**config.mk**
```make
export PLATFORM = sky130hd
export DESIGN_NAME = ece429_srec_loader
export DESIGN_NICKNAME = d
export VERILOG_FILES = /design/src/rtl/ece429_srec_loader_pkg.sv /design/src/rtl/ece429_hex_nibble.sv /design/src/rtl/ece429_srec_loader.sv
export SDC_FILE = /design/constraint.sdc
export NUM_CORES = 1
export LEC_CHECK = 0
export ABC_CLOCK_PERIOD_IN_PS = 2880
export CAP_MARGIN = 20
export CORE_UTILIZATION = 56
export DETAILED_ROUTE_END_ITERATION = 16
export PLACE_DENSITY = 0.81
export SLEW_MARGIN = 20
export SYNTH_ARGS = -nofsm -noshare
export SYNTH_HDL_FRONTEND = slang
export SYNTH_HIERARCHICAL = 1
export SYNTH_SLANG_ARGS = --single-unit
```
**constraint.sdc**
```tcl
create_clock -name clock -period 2.88 [get_ports clock]
set_input_delay 0.432 -clock clock [delete_from_list [all_inputs] [get_ports clock]]
set_output_delay 0.432 -clock clock [all_outputs]
set_load 0.01 [all_outputs]
```
**src/rtl/ece429_srec_loader_pkg.sv**
```systemverilog
// rtl/ece429_srec_loader_pkg.sv - shared states, ASCII constants and record-type table for the S-record loader
package ece429_srec_loader_pkg;

  typedef enum logic [3:0] {
    ST_SYNC,
    ST_TYPE,
    ST_COUNT,
    ST_ADDR,
    ST_DATA,
    ST_CSUM,
    ST_EOL,
    ST_DONE,
    ST_ERR
  } state_e;

  typedef enum logic [1:0] {
    REC_HDR,
    REC_DATA,
    REC_TERM
  } rec_kind_e;

  typedef struct packed {
    logic      valid;
    rec_kind_e kind;
    logic [2:0] alen;
  } rec_info_t;

  localparam logic [1:0] ACCESS_WORD = 2'b00;

  localparam logic [7:0] ASCII_S  = 8'h53;
  localparam logic [7:0] ASCII_CR = 8'h0D;
  localparam logic [7:0] ASCII_LF = 8'h0A;

  // Record type character -> kind and address-field length in bytes
  function automatic rec_info_t rec_decode(input logic [7:0] c);
    rec_info_t r;
    r = '0;
    case (c)
      8'h30, 8'h35: r = '{valid: 1'b1, kind: REC_HDR,  alen: 3'd2};
      8'h31:        r = '{valid: 1'b1, kind: REC_DATA, alen: 3'd2};
      8'h32:        r = '{valid: 1'b1, kind: REC_DATA, alen: 3'd3};
      8'h33:        r = '{valid: 1'b1, kind: REC_DATA, alen: 3'd4};
      8'h37:        r = '{valid: 1'b1, kind: REC_TERM, alen: 3'd4};
      8'h38:        r = '{valid: 1'b1, kind: REC_TERM, alen: 3'd3};
      8'h39:        r = '{valid: 1'b1, kind: REC_TERM, alen: 3'd2};
      default:      r = '0;
    endcase
    return r;
  endfunction

endpackage

```
**src/rtl/ece429_hex_nibble.sv**
```systemverilog
// rtl/ece429_hex_nibble.sv - combinational ASCII hex digit to nibble decoder
module ece429_hex_nibble (
  input  logic [7:0] ascii_i,
  output logic       valid_o,
  output logic [3:0] nibble_o
);

  // Accept 0-9, A-F, a-f; everything else flags invalid
  always_comb begin
    valid_o  = 1'b1;
    nibble_o = 4'd0;
    if (ascii_i >= 8'h30 && ascii_i <= 8'h39) begin
      nibble_o = ascii_i[3:0];
    end else if ((ascii_i >= 8'h41 && ascii_i <= 8'h46) ||
                 (ascii_i >= 8'h61 && ascii_i <= 8'h66)) begin
      nibble_o = ascii_i[3:0] + 4'd9;
    end else begin
      valid_o = 1'b0;
    end
  end

endmodule

```
**src/rtl/ece429_srec_loader.sv**
```systemverilog
// rtl/ece429_srec_loader.sv - S-record byte stream to CPU memory-load port; SREC_CHECKSUM_EN enables checksum checking
module ece429_srec_loader
  import ece429_srec_loader_pkg::*;
#(
  parameter logic [31:0] ADDR_OFFSET = 32'h0000_0000
) (
  input  logic        clock,
  input  logic        reset_n,
  input  logic [7:0]  rx_data,
  input  logic        rx_valid,
  output logic        rx_ready,
  output logic        stall,
  output logic [31:0] parse_addr,
  output logic [31:0] parse_data,
  output logic [1:0]  parse_access_size,
  output logic [31:0] max_fetch_addr,
  output logic [31:0] entry_addr,
  output logic        load_done,
  output logic        load_error
);

  state_e     state_q, state_d;
  logic       nib_q;
  logic [3:0] hi_q;
  rec_kind_e  kind_q;
  logic [2:0] alen_q;
  logic [7:0] cnt_q;
  logic [7:0] dlen_q;
  logic [1:0] idx_q;
  logic [23:0] buf_q;
  logic [31:0] addr_q;
  logic [31:0] parse_addr_q;
  logic [31:0] parse_data_q;
  logic [31:0] max_q;
  logic [31:0] entry_q;
  logic        done_q;
  logic        err_q;
  logic        stall_q;

  logic        accept;
  logic        hex_valid;
  logic [3:0]  hex_nib;
  logic [7:0]  byte_val;
  logic        in_field;
  logic        byte_done;
  logic        last_byte;
  logic        is_eol;
  logic [7:0]  dlen_calc;
  logic        bad_len;
  logic        sum_ok;
  logic        word_wr;
  logic [31:0] wr_addr;
  rec_info_t   rec_info;

  ece429_hex_nibble u_hex (
    .ascii_i  (rx_data),
    .valid_o  (hex_valid),
    .nibble_o (hex_nib)
  );

  assign accept    = rx_valid && rx_ready;
  assign byte_val  = {hi_q, hex_nib};
  assign in_field  = (state_q == ST_COUNT) || (state_q == ST_ADDR) ||
                     (state_q == ST_DATA)  || (state_q == ST_CSUM);
  assign byte_done = accept && in_field && hex_valid && nib_q;
  assign last_byte = (cnt_q == 8'd1);
  assign is_eol    = (rx_data == ASCII_CR) || (rx_data == ASCII_LF);
  assign rec_info  = rec_decode(rx_data);
  assign dlen_calc = byte_val - {5'b0, alen_q} - 8'd1;
  assign bad_len   = (byte_val < ({5'b0, alen_q} + 8'd1)) ||
                     ((kind_q == REC_DATA) && (dlen_calc[1:0] != 2'b00));
  assign word_wr   = byte_done && (state_q == ST_DATA) && (kind_q == REC_DATA) && (idx_q == 2'd3);
  assign wr_addr   = addr_q - ADDR_OFFSET;

`ifdef SREC_CHECKSUM_EN
  logic [7:0] sum_q;

  assign sum_ok = ((sum_q + byte_val) == 8'hFF);

  // Running sum of count, address and data bytes, cleared at each record type
  always_ff @(posedge clock or negedge reset_n) begin
    if (!reset_n) begin
      sum_q <= 8'd0;
    end else if (accept && state_q == ST_TYPE) begin
      sum_q <= 8'd0;
    end else if (byte_done && state_q != ST_CSUM) begin
      sum_q <= sum_q + byte_val;
    end
  end
`else
  assign sum_ok = 1'b1;
`endif

  // State register
  always_ff @(posedge clock or negedge reset_n) begin
    if (!reset_n) begin
      state_q <= ST_SYNC;
    end else begin
      state_q <= state_d;
    end
  end

  // Next-state: one transition per accepted character, hex fields advance per full byte
  always_comb begin
    state_d = state_q;
    if (accept) begin
      case (state_q)
        ST_SYNC: begin
          if (rx_data == ASCII_S)  state_d = ST_TYPE;
          else if (!is_eol)        state_d = ST_ERR;
        end
        ST_TYPE: begin
          state_d = rec_info.valid ? ST_COUNT : ST_ERR;
        end
        ST_COUNT, ST_ADDR, ST_DATA, ST_CSUM: begin
          if (!hex_valid) begin
            state_d = ST_ERR;
          end else if (nib_q) begin
            case (state_q)
              ST_COUNT: state_d = bad_len ? ST_ERR : ST_ADDR;
              ST_ADDR: begin
                if (last_byte) state_d = (dlen_q == 8'd0) ? ST_CSUM : ST_DATA;
              end
              ST_DATA: begin
                if (last_byte) state_d = ST_CSUM;
              end
              default: begin
                if (!sum_ok)                 state_d = ST_ERR;
                else if (kind_q == REC_TERM) state_d = ST_DONE;
                else                         state_d = ST_EOL;
              end
            endcase
          end
        end
        ST_EOL: begin
          if (is_eol)                  state_d = ST_SYNC;
          else if (rx_data == ASCII_S) state_d = ST_TYPE;
          else                         state_d = ST_ERR;
        end
        default: state_d = state_q;
      endcase
    end
  end

  // Outputs decoded from state: the byte source is refused once loading has ended
  always_comb begin
    rx_ready = (state_q != ST_DONE) && (state_q != ST_ERR);
  end

  // Field datapath: nibble pairing, counters, address, word assembly and result registers
  always_ff @(posedge clock or negedge reset_n) begin
    if (!reset_n) begin
      nib_q        <= 1'b0;
      hi_q         <= 4'd0;
      kind_q       <= REC_HDR;
      alen_q       <= 3'd0;
      cnt_q        <= 8'd0;
      dlen_q       <= 8'd0;
      idx_q        <= 2'd0;
      buf_q        <= 24'd0;
      addr_q       <= 32'd0;
      parse_addr_q <= 32'd0;
      parse_data_q <= 32'd0;
      max_q        <= 32'd0;
      entry_q      <= 32'd0;
      done_q       <= 1'b0;
      err_q        <= 1'b0;
      stall_q      <= 1'b1;
    end else begin
      if (accept && in_field && hex_valid) begin
        nib_q <= ~nib_q;
        if (!nib_q) hi_q <= hex_nib;
      end
      if (accept && state_q == ST_TYPE) begin
        kind_q <= rec_info.kind;
        alen_q <= rec_info.alen;
      end
      if (byte_done) begin
        case (state_q)
          ST_COUNT: begin
            cnt_q  <= {5'b0, alen_q};
            dlen_q <= dlen_calc;
            addr_q <= 32'd0;
          end
          ST_ADDR: begin
            addr_q <= {addr_q[23:0], byte_val};
            cnt_q  <= last_byte ? dlen_q : cnt_q - 8'd1;
            idx_q  <= 2'd0;
          end
          ST_DATA: begin
            buf_q <= {buf_q[15:0], byte_val};
            idx_q <= idx_q + 2'd1;
            cnt_q <= cnt_q - 8'd1;
            if (word_wr) begin
              parse_data_q <= {buf_q, byte_val};
              parse_addr_q <= wr_addr;
              addr_q       <= addr_q + 32'd4;
              if (wr_addr > max_q) max_q <= wr_addr;
            end
          end
          ST_CSUM: begin
            if (sum_ok && kind_q == REC_TERM) begin
              entry_q <= addr_q;
              done_q  <= 1'b1;
            end
          end
          default: begin
          end
        endcase
      end
      if (state_d == ST_ERR) err_q <= 1'b1;
      stall_q <= (state_q != ST_DONE);
    end
  end

  assign stall             = stall_q;
  assign parse_addr        = parse_addr_q;
  assign parse_data        = parse_data_q;
  assign parse_access_size = ACCESS_WORD;
  assign max_fetch_addr    = max_q;
  assign entry_addr        = entry_q;
  assign load_done         = done_q;
  assign load_error        = err_q;

endmodule

```
==> results of run 1 <==
-- worst max path at each step --
stage	from	to	slack, ps	cells after the start
after floorplan	rx_data[0]	load_error	10	14
after global placement	rx_data[0]	load_error	-530	15
after detailed placement	rx_data[0]	load_error	-690	15
after CTS	rx_data[3]	load_error	4	13
after global routing	rx_data[6]	load_error	-30	13
final	rx_data[6]	load_error	70	13
-- stage by stage --
step                 util  area (um^2)  std cells  TNS (ps)
global placement    0.700        13200       1433    -36170
CTS                 0.742        14000       1474         0
detailed placement  0.700        13200       1433    -51470
finish              0.746        14100       1477         0
floorplan               -        10900        997         0
global route        0.746        14100       1477     -30.6
-- synthesized netlist by cell type, drive strengths merged (7+ instances only) --
cell	number	area, um^2
buf	21	115
nor4	10	77.6
nor2b	10	62.6
nand3	18	90.1
mux2i	10	100
a21oi	45	225
inv	62	233
nand2b	7	43.8
and3	11	68.8
xnor2	8	70.1
nor2	54	205
nand4	8	50.1
a22oi	16	125
nand2	55	206
a32oi	11	96.3
nor3b	7	57.6
o21ai	99	495
dfrtp	218	5460
mux2	137	1540
nor3	16	91.3
ha	47	588
a31oi	9	56.3
clkbuf	34	128
-- flip-flops by register name, indices dropped and copies added, names as in the netlist, 2 cells and up --
signal and cells:
parse_data 32, dlen_q 8, idx_q 2, addr_q 32, alen_q 3, cnt_q 8, max_fetch_addr 32, buf_q 24
entry_addr 32, parse_addr 32, kind_q 2, hi_q 4, state_q 4
-- cell families (layout without fill, tap and decap cells) --
logic type               Yosys count  after routing
AND/OR/NAND/NOR                  231            231
buffers and inverters            117            337
XOR/XNOR                          10             10
flip-flops                       219            219
multiplexers                     147            147
AO/OA/AOI/OAI                    223            223
other                              1              2
adder cells (fa/ha/maj)           48             48
-- what timing repair did --
item                                    in CTS  in global routing
hold buffers                                 1                  0
setup buffers                                1                  3
gates resized for setup                     10                 15
endpoints found under the setup margin       1                 27
pin swaps                                    6                 10
endpoints found under the hold margin       80                  0
-- cell usage in the layout, fill, tap and decap left out, drive strengths merged, types with 9 or more instances in the layout --
| cell | n |
|---|---|
| nor3 | 16 |
| nand3 | 18 |
| a21oi | 45 |
| inv | 62 |
| nor2b | 10 |
| clkbuf | 34 |
| a31oi | 9 |
| dfrtp | 218 |
| mux2 | 137 |
| nor4 | 10 |
| a22oi | 16 |
| ha | 47 |
| mux2i | 10 |
| a32oi | 11 |
| clkdlybuf4s50 | 133 |
| and3 | 11 |
| buf | 94 |
| o21ai | 99 |
| nand2 | 55 |
| nor2 | 54 |
-- tightest hold or removal path, cell delays in order --
cell and delay, ps:
clkbuf_2 100, buf_4 160, nand3b_1 150, o31ai_1 80
-- area by class of cell --
type	count	area, um^2	area share
Timing Repair Buffer	236	2230	0.158
Clock buffer	32	641	0.0455
Inverter	62	233	0.0165
Multi-Input combinational cell	661	5030	0.357
Clock inverter	7	149	0.0106
Sequential cell	219	5480	0.389
Tap cell	260	325	0.0231
-- metal layers --
layer,global-route usage,part of all wire,vias to the layer above
li1,-,-,3991
met1,0.384,0.42,4266
met2,0.479,0.49,376
met3,0.0378,0.062,71
met4,0.0962,0.028,0
met5,0,0,-
-- where the power goes --
group | switching [uW] | total, uW | internal [uW]
Clock | 1200 | 3110 | 1910
Combinational | 122 | 195 | 72.3
Sequential | 5.61 | 3080 | 3080
Total | 1330 | 6390 | 5060
==> summary.txt, run 1 <==
CTS
  – Max H-tree Level: 1
  – Num CTS Buffers: 24
  – Worst-skew pair later-pin latency: 520 ps
  – Reg clk slew, reported paths: 60 ps
  – # clock sinks: 219
  – Max clock buf depth: 3
  – Clk root buf: clkbuf_16
  – TritonCTS clock tree: built

Critical path
  – FF-to-FF path depth: 8
  – Worst reg2reg path endpoint: max_fetch_addr[13]
  – Critical-path maximum fanout: 5
  – Slowest cell on crit path: fa_1
  – Crit path required time: 3280 ps
  – Setup crit start kind: primary input
  – Worst Path Arrival: 3210 ps
  – Endpoint class of the critical path: register
  – Register-to-register setup slack: 200 ps
  – Max incr delay on CP: 470 ps
  – CP Class: in -> reg
  – CP bufs+invs: 2
  – Beginning of the worst register-to-register path: addr_q[27]
  – CP delay by family, top: compound AO/OA/AOI/OAI gates
  – Crit-path cells: dlygate4sd2_1, nand4bb_4, a21o_4, mux2i_2, ha_2, inv_2, fa_1, nand2_1, a211o_1, a21oi_1, o31ai_1, o311ai_1, o41ai_1

Die
  – Core region area: 18900 um^2
  – Initial core utilization: 0.577
  – I/O Pins: 145
  – Rows: 50
  – Die height: 141 um
  – Die width: 141 um
  – Die area: 20000 um^2

Synth
  – Post-synthesis mux area share: 0.151
  – Synthesized area per cell: 10.9 um^2
  – XOR/XNOR Fraction of Synth Area: 0.00804
  – Ys flop type: dfrtp_1
  – Synthesized area: 10900 um^2
  – Post-synthesis register bit count: 219
  – Asr flop ratio synth: 1.00
  – Synth Area in Compound Gates: 0.124
  – Distinct cells, synth: 69
  – Post-Synth Adder-Cell Area: 0.0558
  – Simple-Gate Fraction of Synth Area: 0.115
  – Post-Syn Instances: 996
  – Largest family of logic cells by synthesized area: multiplexers
  – Yosys warns: 6
  – Register area share after synthesis: 0.503
  – EDFF count, synth: 0

Worst hold path
  – Min-Delay Endpoint: alen_q[2]
  – Worst hold stages: 4
  – Hold WC Path Type: in -> reg
  – Hold path startpoint: rx_data[1]

Timing
  – Slew Limit Headroom: 0.495
  – Setup violators final: 0
  – Max Fclk: 356 MHz
  – Worst setup slack after layout: 74.4 ps
  – Final Hold Vio Count: 0
  – Period Utilization, post-route: 0.974
  – Slew of the pin with the lowest slew margin: 756 ps
  – Minimum clock period: 2810 ps
  – Clock Skews: 22.5 ps
  – Fin. max-slew vios: 0
  – Final hold slack: 464 ps

Place
  – Number of port buffers: 142
  – Dpl ws: -688 ps
  – Routability cong.: 0.926
  – HPWL Detailed: 19.4 mm

Detailed routing
  – Drt drc: 0
  – DRT antenna net count: 0
  – WL final: 28.1 mm
  – DRT Pass-1 Iters: 5
  – DR vias: 8704
  – Avg WL per Cell: 19.0 um
  – Initial DRC Count: 692
  – Vias per Instance: 5.89

Global routing
  – Vias in the first global route: 8780
  – Global-route wire length before repair: 45.2 mm
  – Total track usage: 0.285
  – Largest net degree at the start of global routing: 86
  – Initial antenna violation count: 0
  – GR Overflow Total: 0

Run
  – Max Cap Viol: 0

Pwr
  – Leak Pwr: 0.00661 uW
  – Max rail drop VDD: 0.522 mV
  – PD cells: 453 nW/um^2
  – Final Power: 6390 uW

Cells and area
  – Number of fill cells: 1263
  – Layout cells sized above 1: 0.237
  – Layout area overhead: 29.3%
  – Nets: 1263
  – N_diodes: 0

Status
  – Status: finished clean
Power figures use the tool's default switching activity.
==> inputs of run 2 (changes only) <==
- ABC_AREA: not set -> 1
- GPL_TIMING_DRIVEN: not set -> 0
- MAX_ROUTING_LAYER: not set -> met4
==> run 2 against run 1 <==
Synthesized cell count increased by 42%. Power increased by 5.6%. Critical endpoint unchanged. Clock skew down 8.8 ps. Combinational power increased to 3.2 times the previous value. Highest routed layer unchanged.
==> summary.txt, run 2 <==
Place
  – Inst Count DP: 1825
  – Number of port buffers: 142
  – Routability cong.: 0.962
  – HPWL Detailed: 23.5 mm
  – DP Area: 13100 um^2

Die
  – Die area: 20700 um^2
  – Die width: 144 um
  – Initial core utilization: 0.576
  – Rows: 51
  – I/O Pins: 145
  – Core region area: 19600 um^2
  – Die height: 144 um

Critical path
  – FF-to-FF path depth: 10
  – Worst reg2reg path endpoint: max_fetch_addr[20]
  – Critical-path maximum fanout: 5
  – CP Class: in -> reg
  – Crit path required time: 3280 ps
  – Max incr delay on CP: 540 ps
  – Crit-path cells: clkdlybuf4s50_1, nand2_1, nor3_4, nand3_1, nand2_1, ha_1, inv_1, fa_1, nand2_1, nand2_1, nand2_1, nand2_1, nand2_1, nand2_1, nand2_1, a21oi_1, nor2_1, nand2_1, nand2_1
  – Beginning of the worst register-to-register path: addr_q[31]
  – Endpoint class of the critical path: register
  – Setup crit start kind: primary input
  – Slowest cell on crit path: clkdlybuf4s50_1
  – Most frequent cell on the critical path: nand2_1
  – Worst Path Arrival: 3120 ps
  – Register-to-register setup slack: 180 ps

Cells and area
  – Non-filler cells, final: 1867
  – Nets: 1645
  – Non-Filler Cell Area, Final: 13900 um^2
  – Layout area overhead: 22.9%
  – Commonest cells after routing, fill and taps aside: nand2_1 (415), dfrtp_1 (218), inv_1 (165), o21ai_0 (142), clkdlybuf4s50_1 (137)
  – Layout cells sized above 1: 0.0637
  – N_diodes: 0
  – Commonest non-fill, non-tap cell in the layout: nand2_1

Synth
  – Post-synth top cells: nand2_1 (415), dfrtp_1 (218), inv_1 (166)
  – Top cell type by total area after synthesis: dfrtp_1
  – Yosys warns: 6
  – Synthesized area: 11300 um^2
  – Post-synthesis register bit count: 219
  – Ys flop type: dfrtp_1
  – Register area share after synthesis: 0.486
  – Most frequent cell after synthesis: nand2_1
  – EDFF count, synth: 0
  – Post-Syn Instances: 1415
  – Distinct cells, synth: 43
  – Synthesized area per cell: 7.97 um^2
  – Synth top area share: 0.484
  – Largest cells by area after synthesis: dfrtp_1 (48%), nand2_1 (14%), o21ai_0 (6.3%)
  – Asr flop ratio synth: 1.00

Timing
  – Clock Skews: 13.7 ps
  – Setup violators final: 0
  – Minimum clock period: 2720 ps
  – RSZ-0062 raised after global routing: true
  – Final hold slack: 373 ps
  – Period Utilization, post-route: 0.943
  – Max Fclk: 368 MHz
  – Fin. max-slew vios: 0
  – Slew Limit Headroom: 0.581
  – Final Hold Vio Count: 0
  – Slew of the pin with the lowest slew margin: 629 ps

Worst hold path
  – Min-Delay Endpoint: alen_q[0]
  – Hold path startpoint: rx_data[0]
  – Worst hold stages: 4
  – Hold WC Path Type: in -> reg

Pwr
  – Max rail drop VDD: 0.397 mV
  – PD cells: 487 nW/um^2
  – Leak Pwr: 0.00683 uW

CTS
  – Num CTS Buffers: 23
  – Reg clk slew, reported paths: 60 ps
  – Worst-skew pair later-pin latency: 520 ps
  – Max clock buf depth: 3
  – TritonCTS clock tree: built
  – Clk root buf: clkbuf_16
  – # clock sinks: 219
  – Max H-tree Level: 1
  – Total setup buffers inserted after CTS: 0

Global routing
  – Largest net degree at the start of global routing: 95
  – Global-route wire length before repair: 51.1 mm
  – GR Overflow Total: 0
  – Total track usage: 0.328
  – Vias in the first global route: 9971
  – Initial antenna violation count: 0

Detailed routing
  – Vias per Instance: 5.57
  – Met3 wire len: 1.71 mm
  – WL final: 31.9 mm
  – DRT antenna net count: 0
  – WL met2: 15.7 mm
  – DR vias: 10400
  – Drt drc: 0
  – M1 WL: 13.7 mm
  – DRT Pass-1 Iters: 5
  – Avg WL per Cell: 17.1 um
  – Top Metal Used: met4
  – Initial DRC Count: 887

Status
  – Status: finished clean

Run
  – Max Cap Viol: 0
-- run 2: cells by family after synthesis --
group,share of synthesized area
AO/OA/AOI/OAI,0.123
XOR/XNOR,0.0124
adder cells (fa/ha/maj),0.0539
buffers and inverters,0.0827
flip-flops,0.486
other,0.000333
AND/OR/NAND/NOR,0.241
-- run 2: power breakdown --
part           internal [uW]  leakage [uW]  switching [uW]
logic                    225       0.00372             406
clock network           1690      0.000360            1240
registers               3130       0.00275            60.2
-- run 2: final cells by class --
class | instances | area, um^2
Fill cell | 1566 | 5730
Clock inverter | 8 | 73.8
Inverter | 170 | 638
Clock buffer | 33 | 663
Multi-Input combinational cell | 974 | 4880
Sequential cell | 219 | 5480
Buffer | 53 | 294
Timing Repair Buffer | 145 | 1490
Tap cell | 265 | 332
-- run 2: how the worst max path moves through the flow --
stage	start	endpoint	slack [ps]	cells past startpoint
3_5_place_dp	rx_data[0]	load_error	-770	21
4_1_cts	rx_data[1]	load_error	10	21
6_report	rx_data[4]	load_error	160	19
2_1_floorplan	rx_data[0]	load_error	310	22
3_3_place_gp	reset_n	parse_addr[27]	-7610	1
5_1_grt	rx_data[4]	load_error	-100	19
-- run 2: timing repair --
item,in CTS,in global routing
gates cloned,0,0
setup endpoints to repair,13,53
gates resized for setup,2,8
hold endpoints to repair,56,0
hold buffers,1,0
-- run 2: per-stage QoR --
step	total power, uW	setup WS (ps)	setup TNS, ps	utilization
after floorplan	3620	309	0	-
after detailed placement	3860	-772	-69560	0.668
after global placement	3830	-7610	-1711900	0.665
final	6750	164	0	0.707
after CTS	6760	12.4	0	0.707
after global routing	6980	-97.8	-97.8	0.707
-- run 2: critical path, delay by kind of cell --
family / cells / cell delay [ps]
buffers and inverters: 2 / 590
AOI/OAI and AO/OA: 1 / 210
adders and majority gates: 2 / 690
and+or+nand+nor: 14 / 1180
-- run 2: metal layers --
layer | global-route usage | up-vias
li1 | - | 4938
met1 | 0.428 | 5044
met2 | 0.538 | 363
met3 | 0.0363 | 58
met4 | 0.102 | 0
met5 | - | -
==> RTL edit, RTL diff (flow settings as in run 2) <==
Build with the macro `SREC_CHECKSUM_EN` defined.
--- a/src/rtl/ece429_srec_loader.sv
+++ b/src/rtl/ece429_srec_loader.sv
@@ -1,3 +1,5 @@
 // rtl/ece429_srec_loader.sv - S-record byte stream to CPU memory-load port; SREC_CHECKSUM_EN enables checksum checking
+`define SREC_CHECKSUM_EN
+
 module ece429_srec_loader
   import ece429_srec_loader_pkg::*;
Check against the original RTL: no difference found for any inputs over 4 cycles, from zero or initial values and one cycle with reset_n low; that may be too few to reach the edited logic, so the function may still have changed.
==> RTL edit against run 2 <==
Sequential cell count up 8; critical path type unchanged; area after synthesis up 4.6%; register-to-register slack worse by 0.02 ns; sequential share of layout area down 1.5 points; routed wire length up 3.2%; setup slack worse by 0.22 ns; worst hold slack worse by 0.11 ns; synthesized cell count up 1.3%; cell area up 7.7%; the run now ends with negative setup slack left.
Power is not compared: it rests on default switching activity, and its combinational part moved more than twofold at a synthesized area within 25%.
==> RTL edit: results (changes against run 2) <==
- The final reports fail on negative setup slack.
- The flow ran to the end, but the final reports show violations.
- The total number of nets in the final design was 1693 (+2.9%).
- The quantity of gates resized following cts came to 40 (+38).
- The global-route wire length before repair came to 52.41 mm (+2.5%).
- The peak fanout along the critical path is 10 (+5).
- The final weighted congestion of routability-driven global placement is 0.9177 (-4.6%).
- Yosys attributes the largest share of cell area to sky130_fd_sc_hd__dfrtp_1, sky130_fd_sc_hd__nand2_1, sky130_fd_sc_hd__o21ai_0, sky130_fd_sc_hd__ha_1, sky130_fd_sc_hd__inv_1.
- The estimated wirelength of the detail-placed design is 23.41 mm (-0.56%).
- The area of placed instances came to 0.01372 mm² (+4.8%).
- The xor-xnor portion of the synthesized cell area is 1.337% (+0.094 points).
- The launch point of the worst reg-to-reg path is state_q[3].
- The detail-routed net length per standard cell came to 17.21 µm (+0.74%).
- The number of distinct library cells after synthesis was 52 (+21%).
- The worst setup skew after layout is 0.01281 ns (-0.0009160 ns).
- The wire length the detailed router placed on met1 was 13.31 mm (-2.8%).
- The starting DRC count in detailed routing is 1029 (+16%).
- The maximum cell stage delay along the critical path is 0.41 ns (-0.13 ns).
- The sequential fraction of the synthesis area is 48.17% (-0.45 points).
- The met2 routed wirelength is 16.51 mm (+5.1%).
- The most critical setup path has its startpoint at rx_data[1].
- The final wirelength is 32.91 mm (+3.2%).
- The slowest stage of the critical path is the sky130_fd_sc_hd__fa_2 cell.
- The minimum setup slack in the final design is -0.05239 ns (-0.2165 ns).
- The synthesized-area fraction occupied by ao, oa, aoi and oai cells came to 13.90% (+1.6 points).
- The total clock buffers created by CTS was 24 (+4.3%).
- The count of fill cells added during filler insertion is 1581 (+0.96%).
- The total vias in the final route came to 10860 (+4.4%).
- The worst slew margin relative to its limit is 55.65% (-2.4 points).
- The number of setup violations in the final report is 17 (+17).
-- RTL edit: worst paths after layout --
check,to,slack (ns),cells after the start
max in group asynchronous,buf_q[1],1.26,4
min in group asynchronous,parse_addr[14],0.42,2
min,alen_q[0],0.26,3
min reg2reg,load_error,0.46,2
max,entry_addr[12],-0.05,19
max reg2reg,max_fetch_addr[9],0.16,15
-- RTL edit: where the power goes --
part | switching [µW] | internal (µW)
combinational | 119 | 51.6
clock | 1250 | 1830
sequential | 0 | 3190
-- RTL edit: final cells by class --
cell class | instances | area, µm² | share of cell area, %
Tap cell | 270 | 337.8 | 2.264
Multi-Input combinational cell | 974 | 5379 | 36.04
Sequential cell | 227 | 5682 | 38.07
Clock inverter | 3 | 46.29 | 0.3102
Timing Repair Buffer | 165 | 1704 | 11.42
Buffer | 55 | 346.6 | 2.322
Inverter | 179 | 690.7 | 4.628
Clock buffer | 39 | 738.2 | 4.946
